[config.mk]
export PLATFORM = sky130hd
export DESIGN_NAME = mips_multicycle_control
export DESIGN_NICKNAME = d
export VERILOG_FILES = /design/src/rtl/mips_ctrl_pkg.sv /design/src/rtl/mips_ctrl_decode.sv /design/src/rtl/mips_multicycle_control.sv
export SDC_FILE = /design/constraint.sdc
export NUM_CORES = 1
export LEC_CHECK = 0
export CAP_MARGIN = 20
export CORE_UTILIZATION = 38
export DETAILED_ROUTE_END_ITERATION = 16
export GPL_ROUTABILITY_DRIVEN = 0
export MAX_ROUTING_LAYER = met4
export PLACE_DENSITY = 0.78
export SYNTH_ARGS = -nofsm -noshare
export SYNTH_HDL_FRONTEND = slang
export SYNTH_SLANG_ARGS = --single-unit
[constraint.sdc]
create_clock -name clk -period 1.8 [get_ports clk]
set_input_delay 0.36 -clock clk [delete_from_list [all_inputs] [get_ports clk]]
set_output_delay 0.36 -clock clk [all_outputs]
set_load 0.1 [all_outputs]
[src/rtl/mips_ctrl_pkg.sv]
// mips_ctrl_pkg: opcodes, state codes and datapath select encodings for the multicycle MIPS control.
// MIPS_CTRL_BNE_EN makes opcode 000101 decode into the BNE state.
package mips_ctrl_pkg;
  localparam logic [5:0] OP_RTYPE = 6'b000000;
  localparam logic [5:0] OP_LW    = 6'b100011;
  localparam logic [5:0] OP_SW    = 6'b101011;
  localparam logic [5:0] OP_BEQ   = 6'b000100;
  localparam logic [5:0] OP_BNE   = 6'b000101;
  localparam logic [5:0] OP_ADDI  = 6'b001000;
  localparam logic [5:0] OP_J     = 6'b000010;
  typedef enum logic [3:0] {
    S_FETCH  = 4'd0,  S_DECODE = 4'd1,  S_MEMADR = 4'd2,  S_MEMRD  = 4'd3,
    S_MEMWB  = 4'd4,  S_MEMWR  = 4'd5,  S_EXEC   = 4'd6,  S_ALUWB  = 4'd7,
    S_BRANCH = 4'd8,  S_ADDIEX = 4'd9,  S_ADDIWB = 4'd10, S_JUMP   = 4'd11,
    S_BNE    = 4'd12
  } state_t;
  typedef enum logic [1:0] {ALU_ADD = 2'd0, ALU_SUB = 2'd1, ALU_FUNCT = 2'd2} aluop_t;
  typedef enum logic [1:0] {SRCB_B = 2'd0, SRCB_4 = 2'd1, SRCB_IMM = 2'd2, SRCB_IMM_SH = 2'd3} srcb_t;
  typedef enum logic [1:0] {PC_ALU = 2'd0, PC_ALUOUT = 2'd1, PC_JUMP = 2'd2} pcsrc_t;
  // An opcode that maps back to FETCH is illegal by definition.
  function automatic state_t decode_next(input logic [5:0] op);
    case (op)
      OP_RTYPE:     return S_EXEC;
      OP_LW, OP_SW: return S_MEMADR;
      OP_BEQ:       return S_BRANCH;
      OP_ADDI:      return S_ADDIEX;
      OP_J:         return S_JUMP;
`ifdef MIPS_CTRL_BNE_EN
      OP_BNE:       return S_BNE;
`endif
      default:      return S_FETCH;
    endcase
  endfunction
endpackage

[src/rtl/mips_ctrl_decode.sv]
// mips_ctrl_decode: combinational control-signal decode of the state, MemReady and reset.
// MIPS_CTRL_BNE_EN adds the BranchNe output.
import mips_ctrl_pkg::*;
module mips_ctrl_decode (
  input  state_t     state,
  input  logic       MemReady,
  input  logic       reset,
  output logic       PCWrite,
  output logic       PCWriteCond,
  output logic       IorD,
  output logic       MemRead,
  output logic       MemWrite,
  output logic       IRWrite,
  output logic       MemtoReg,
  output logic       RegDst,
  output logic       RegWrite,
  output logic       ALUSrcA,
  output logic [1:0] ALUSrcB,
  output logic [1:0] ALUOp,
  output logic [1:0] PCSource
`ifdef MIPS_CTRL_BNE_EN
  , output logic     BranchNe
`endif
);
  always_comb begin
    PCWrite = 1'b0;
    PCWriteCond = 1'b0;
    IorD = 1'b0;
    MemRead = 1'b0;
    MemWrite = 1'b0;
    IRWrite = 1'b0;
    MemtoReg = 1'b0;
    RegDst = 1'b0;
    RegWrite = 1'b0;
    ALUSrcA = 1'b0;
    ALUSrcB = SRCB_B;
    ALUOp = ALU_ADD;
    PCSource = PC_ALU;
`ifdef MIPS_CTRL_BNE_EN
    BranchNe = 1'b0;
`endif
    if (!reset)
      case (state)
        S_FETCH: begin
          MemRead = 1'b1;
          ALUSrcB = SRCB_4;
          IRWrite = MemReady;
          PCWrite = MemReady;
        end
        S_DECODE: ALUSrcB = SRCB_IMM_SH;
        S_MEMADR: begin
          ALUSrcA = 1'b1;
          ALUSrcB = SRCB_IMM;
        end
        S_MEMRD: begin
          MemRead = 1'b1;
          IorD = 1'b1;
        end
        S_MEMWB: begin
          RegWrite = 1'b1;
          MemtoReg = 1'b1;
        end
        S_MEMWR: begin
          MemWrite = 1'b1;
          IorD = 1'b1;
        end
        S_EXEC: begin
          ALUSrcA = 1'b1;
          ALUOp = ALU_FUNCT;
        end
        S_ALUWB: begin
          RegWrite = 1'b1;
          RegDst = 1'b1;
        end
        S_BRANCH: begin
          ALUSrcA = 1'b1;
          ALUOp = ALU_SUB;
          PCWriteCond = 1'b1;
          PCSource = PC_ALUOUT;
        end
`ifdef MIPS_CTRL_BNE_EN
        S_BNE: begin
          ALUSrcA = 1'b1;
          ALUOp = ALU_SUB;
          PCWriteCond = 1'b1;
          PCSource = PC_ALUOUT;
          BranchNe = 1'b1;
        end
`endif
        S_ADDIEX: begin
          ALUSrcA = 1'b1;
          ALUSrcB = SRCB_IMM;
        end
        S_ADDIWB: RegWrite = 1'b1;
        S_JUMP: begin
          PCWrite = 1'b1;
          PCSource = PC_JUMP;
        end
        default: ;
      endcase
  end
endmodule

[src/rtl/mips_multicycle_control.sv]
// mips_multicycle_control: Moore FSM sequencing multicycle MIPS instructions with a MemReady handshake.
// MIPS_CTRL_BNE_EN adds the BNE state and the BranchNe output.
import mips_ctrl_pkg::*;
module mips_multicycle_control (
  input  logic       clk,
  input  logic       reset,
  input  logic [5:0] Op,
  input  logic       MemReady,
  output logic       PCWrite,
  output logic       PCWriteCond,
  output logic       IorD,
  output logic       MemRead,
  output logic       MemWrite,
  output logic       IRWrite,
  output logic       MemtoReg,
  output logic       RegDst,
  output logic       RegWrite,
  output logic       ALUSrcA,
  output logic [1:0] ALUSrcB,
  output logic [1:0] ALUOp,
  output logic [1:0] PCSource,
  output logic       IllegalOp,
  output logic [3:0] State
`ifdef MIPS_CTRL_BNE_EN
  , output logic     BranchNe
`endif
);
  state_t state;
  always_ff @(posedge clk)
    if (reset) state <= S_FETCH;
    else
      case (state)
        S_FETCH:  state <= MemReady ? S_DECODE : S_FETCH;
        S_DECODE: state <= decode_next(Op);
        S_MEMADR: state <= (Op == OP_SW) ? S_MEMWR : S_MEMRD;
        S_MEMRD:  state <= MemReady ? S_MEMWB : S_MEMRD;
        S_MEMWR:  state <= MemReady ? S_FETCH : S_MEMWR;
        S_EXEC:   state <= S_ALUWB;
        S_ADDIEX: state <= S_ADDIWB;
        default:  state <= S_FETCH;
      endcase
  assign State = reset ? 4'd0 : state;
  assign IllegalOp = !reset && state == S_DECODE && decode_next(Op) == S_FETCH;
  mips_ctrl_decode u_decode (
    .state(state), .MemReady(MemReady), .reset(reset),
    .PCWrite(PCWrite), .PCWriteCond(PCWriteCond), .IorD(IorD),
    .MemRead(MemRead), .MemWrite(MemWrite), .IRWrite(IRWrite),
    .MemtoReg(MemtoReg), .RegDst(RegDst), .RegWrite(RegWrite),
    .ALUSrcA(ALUSrcA), .ALUSrcB(ALUSrcB), .ALUOp(ALUOp), .PCSource(PCSource)
`ifdef MIPS_CTRL_BNE_EN
    , .BranchNe(BranchNe)
`endif
  );
endmodule
==> results of run 1 <==
cell usage after synthesis (all sizes together):
master and count:
a2111oi 1, a211oi 1, a21oi 2, a31oi 3, a32oi 1, a41oi 1, and2b 1, and3 2
buf 8, clkbuf 1, dfxtp 4, inv 3, nand2 7, nand2b 3, nand3 1, nand3b 2
nand4 3, nor2 11, nor2b 2, nor3 8, nor3b 1, nor4 3, nor4b 1, o211ai 1
o21a 4, o21ai 7, o31ai 1, or3 3, xnor2 2, xor2 1
stage by stage:
stage                   hold slack, ns  setup slack, ns  area, sq um  instances  setup TNS, ns
after floorplan                  0.427           -0.559          825         89          -3.54
after global placement           0.625           -0.301         1380        144          -3.57
cell families after synthesis:
group                  share of synthesized area
XOR/XNOR                                  0.0462
flip-flops                                 0.141
buffers and inverters                      0.105
AO/OA/AOI/OAI                              0.262
AND/OR/NAND/NOR                            0.446
==> out/metrics.yaml, run 1 <==
status: "stopped before the end"
failed_stage: "detailed placement"
tool.error: "[ERROR DPL-0038] Utilization greater than 100%, impossible to legalize"
ys_types: 33
ys_seq_area_frac: 0.141
pin_count: 30
numPortBuffers: 29
syn_nets: 98
ys.warnings.count: 0
synth_top_area_share: 0.141
synthTopCellsByArea: "dfxtp_1 (14%), nor2_1 (7.3%), nor3_1 (7.0%), o21ai_0 (6.2%), buf_2 (5.3%)"
start_util: 0.422
die_h_um: 40.7
yosysTopAreaCell: "dfxtp_1"
syn_area_sq_um: 569
ys_seq_elements: 4
synth.avg_cell_area_sq_um: 6.40
rows: 13
die_x_um: 40.7
syn_inst: 89
==> inputs of run 2 (changes only) <==
Settings changed: CORE_AREA from default to 2 2 63 65, CORE_UTILIZATION 38 to default, DIE_AREA from default to 0 0 65 67, MAX_ROUTING_LAYER met4 to default, PLACE_DENSITY 0.78 to default, PLACE_DENSITY_LB_ADDON from default to 0.15.
==> out/metrics.yaml, run 2 <==
clockRootBuffer: "clkbuf_8"
ys_async_sr_fraction: 0  # unchanged
drt_iter0_markers: 23
clk-insertion-delay-late_ns: 0.22
yosysTopAreaCell: "dfxtp_1"
wl_met1_um: 830
grt_pass1_vias: 846
htree_levels: 1
ir_drop_v: 0.000364
reg_top3: "state (4)"
final.setup.tns_ns: -0.0635
dp_cells: 175
p_leak_nw: 0.570
synthTopCellsByArea: "dfxtp_1 (14%), nor2_1 (7.3%), nor3_1 (7.0%), o21ai_0 (6.2%), buf_2 (5.3%)"
path_max_fanout: 6
highest_layer: "met4"
wl_per_cell_um: 11.9
grt_start_max_net_pins: 13
rsz0062_at_grt: "true"
final.period_utilization: 1.02
grt.overflow.total: 0
fin_skew_ns: 0.00539
ys_seq_elements: 4  # unchanged
finalHoldViolations: 0
hpwl_um: 1720
yosysMostFrequentCell: "nor2_1"
worstSetupEndpointType: "primary output"
place_ws_ns: -0.414
via_count: 860
core_sq_um: 3610
hold_path_class: "in2reg"
largest-register: "state"
post-route-util: 0.437
grt_pass1_wl_um: 3670
ctsHoldBuffers: 0
cts_made_buffers: 3
muxShareOfSynthArea: 0  # unchanged
cts_tree: "yes"
maxCapViolations: 0
tightest_slew_ns: 0.400
path_clk_slew_ns: 0.03
antenna_left: 0
ys_types: 33  # unchanged
met2_length_um: 1310
arrival_ns: 1.48
syn_nets: 98  # unchanged
slew_headroom: 0.731
final_nets: 152
clockBufferDepth: 2
synth-compound-area-share: 0.262  # unchanged
wl_um: 2260
required_ns: 1.44
numPortBuffers: 29  # unchanged
critPathKind: "reg2out"
start_util: 0.158  # -0.264
powerDensity_nw_per_um2: 347
post-route-min-period_ns: 1.84
synth.avg_cell_area_sq_um: 6.40  # unchanged
die-area_sq_um: 4360
synth_edf_count: 0  # unchanged
die_x_um: 65  # +60%
synth_commonest_cells: "nor2_1 (11), nor3_1 (8), nand2_1 (7), o21ai_0 (7), buf_2 (6)"
pin_count: 30  # unchanged
setup_ws_ns: -0.0360
ys.warnings.count: 0  # unchanged
status: "finished, violations left"
finalPower_w: 0.000547
max_clock_freq_ghz: 0.545
failed_checks: "negative setup slack"
final_common_cell: "buf_4"
synth_top_family_by_area: "simple AND/OR/NAND/NOR gates"
diodes: 0
slew_viol_final: 0
vias_per_cell: 4.53
yosys.area_share.simple: 0.446  # unchanged
drcViolationCount: 0
synth_top_area_share: 0.141  # unchanged
first_pass_iters: 4
wl_met3_um: 95
synth_xor_area_frac: 0.0462  # unchanged
antenna_found_initial: 0
synth-main-ff-cell: "dfxtp_1"
largest_register_ff_count: 4
final_cell_count_no_fill: 190
rows: 22  # +9
drive_gt1_frac: 0.655
track_usage: 0.108
syn_area_sq_um: 569  # unchanged
syn_inst: 89  # unchanged
setup_viol: 2
synth-adder-area-share: 0  # unchanged
cts.sinks: 4
ys_seq_area_frac: 0.141  # unchanged
layout_common_cells: "buf_4 (26), buf_12 (21), nor3_4 (6), nor2_4 (6)"
critPathLaunchType: "flip-flop"
area_delta_synth_final_pct: 177
die_h_um: 67  # +65%
[run 2: area by class of cell]
| class | count | area (sq um) |
|---|---|---|
| multi-input cells | 73 | 652 |
| inverters | 3 | 15.0 |
| flip-flops and latches | 4 | 95.1 |
| clock buffers | 4 | 45.0 |
| repair buffers | 58 | 708 |
| well taps | 48 | 60.1 |
| fillers | 361 | 2030 |
[run 2: kinds of logic after synthesis]
group / after synthesis
and+or+nand+nor: 48
AOI/OAI and AO/OA: 22
buffers and inverters: 12
DFF: 4
xor gates and xnor gates: 3
[run 2: per-stage QoR]
step                      hold slack, ns  cell area [sq um]
after floorplan                    0.427                825
after global placement             0.530               1400
after detailed placement           0.543               1400
after CTS                          0.512               1530
after global routing               0.534               1580
final                              0.508               1580
[run 2: report_power, final]
part	internal [W]	switching, W	leakage (nW)
clock network	0.000151	0.0000446	0.0228
logic	0.000104	0.000156	0.512
registers	0.0000872	0.00000456	0.0355
total	0.000342	0.000206	0.570
[run 2: worst max-delay path, stage by stage, from the launching register on]
cell	delay, ns
dfxtp_4	0.37
inv_2	0.04
or3_4	0.41
buf_4	0.16
nor2_4	0.09
buf_12	0.18
[run 2: final timing paths]
path	startpoint	end	slack [ns]	cells after the start
min	reset	state[3]	0.51	3
max reg2reg	state[2]	state[0]	0.35	6
min reg2reg	state[2]	state[3]	0.60	2
max	state[2]	MemWrite	-0.04	5
[run 2: per-layer routing]
| metal | vias to the layer above | GRT usage |
|---|---|---|
| met5 | - | 0 |
| met4 | 0 | 0.0452 |
| met3 | 2 | 0.0270 |
| met2 | 25 | 0.211 |
| met1 | 403 | 0.108 |
| li1 | 430 | - |
[run 2: what timing repair did]
item	in CTS	in global routing
setup buffers	8	3
pin swaps	7	9
resized for setup	22	20
endpoints found under the setup margin	21	10
(Power assumes the default switching activity.)
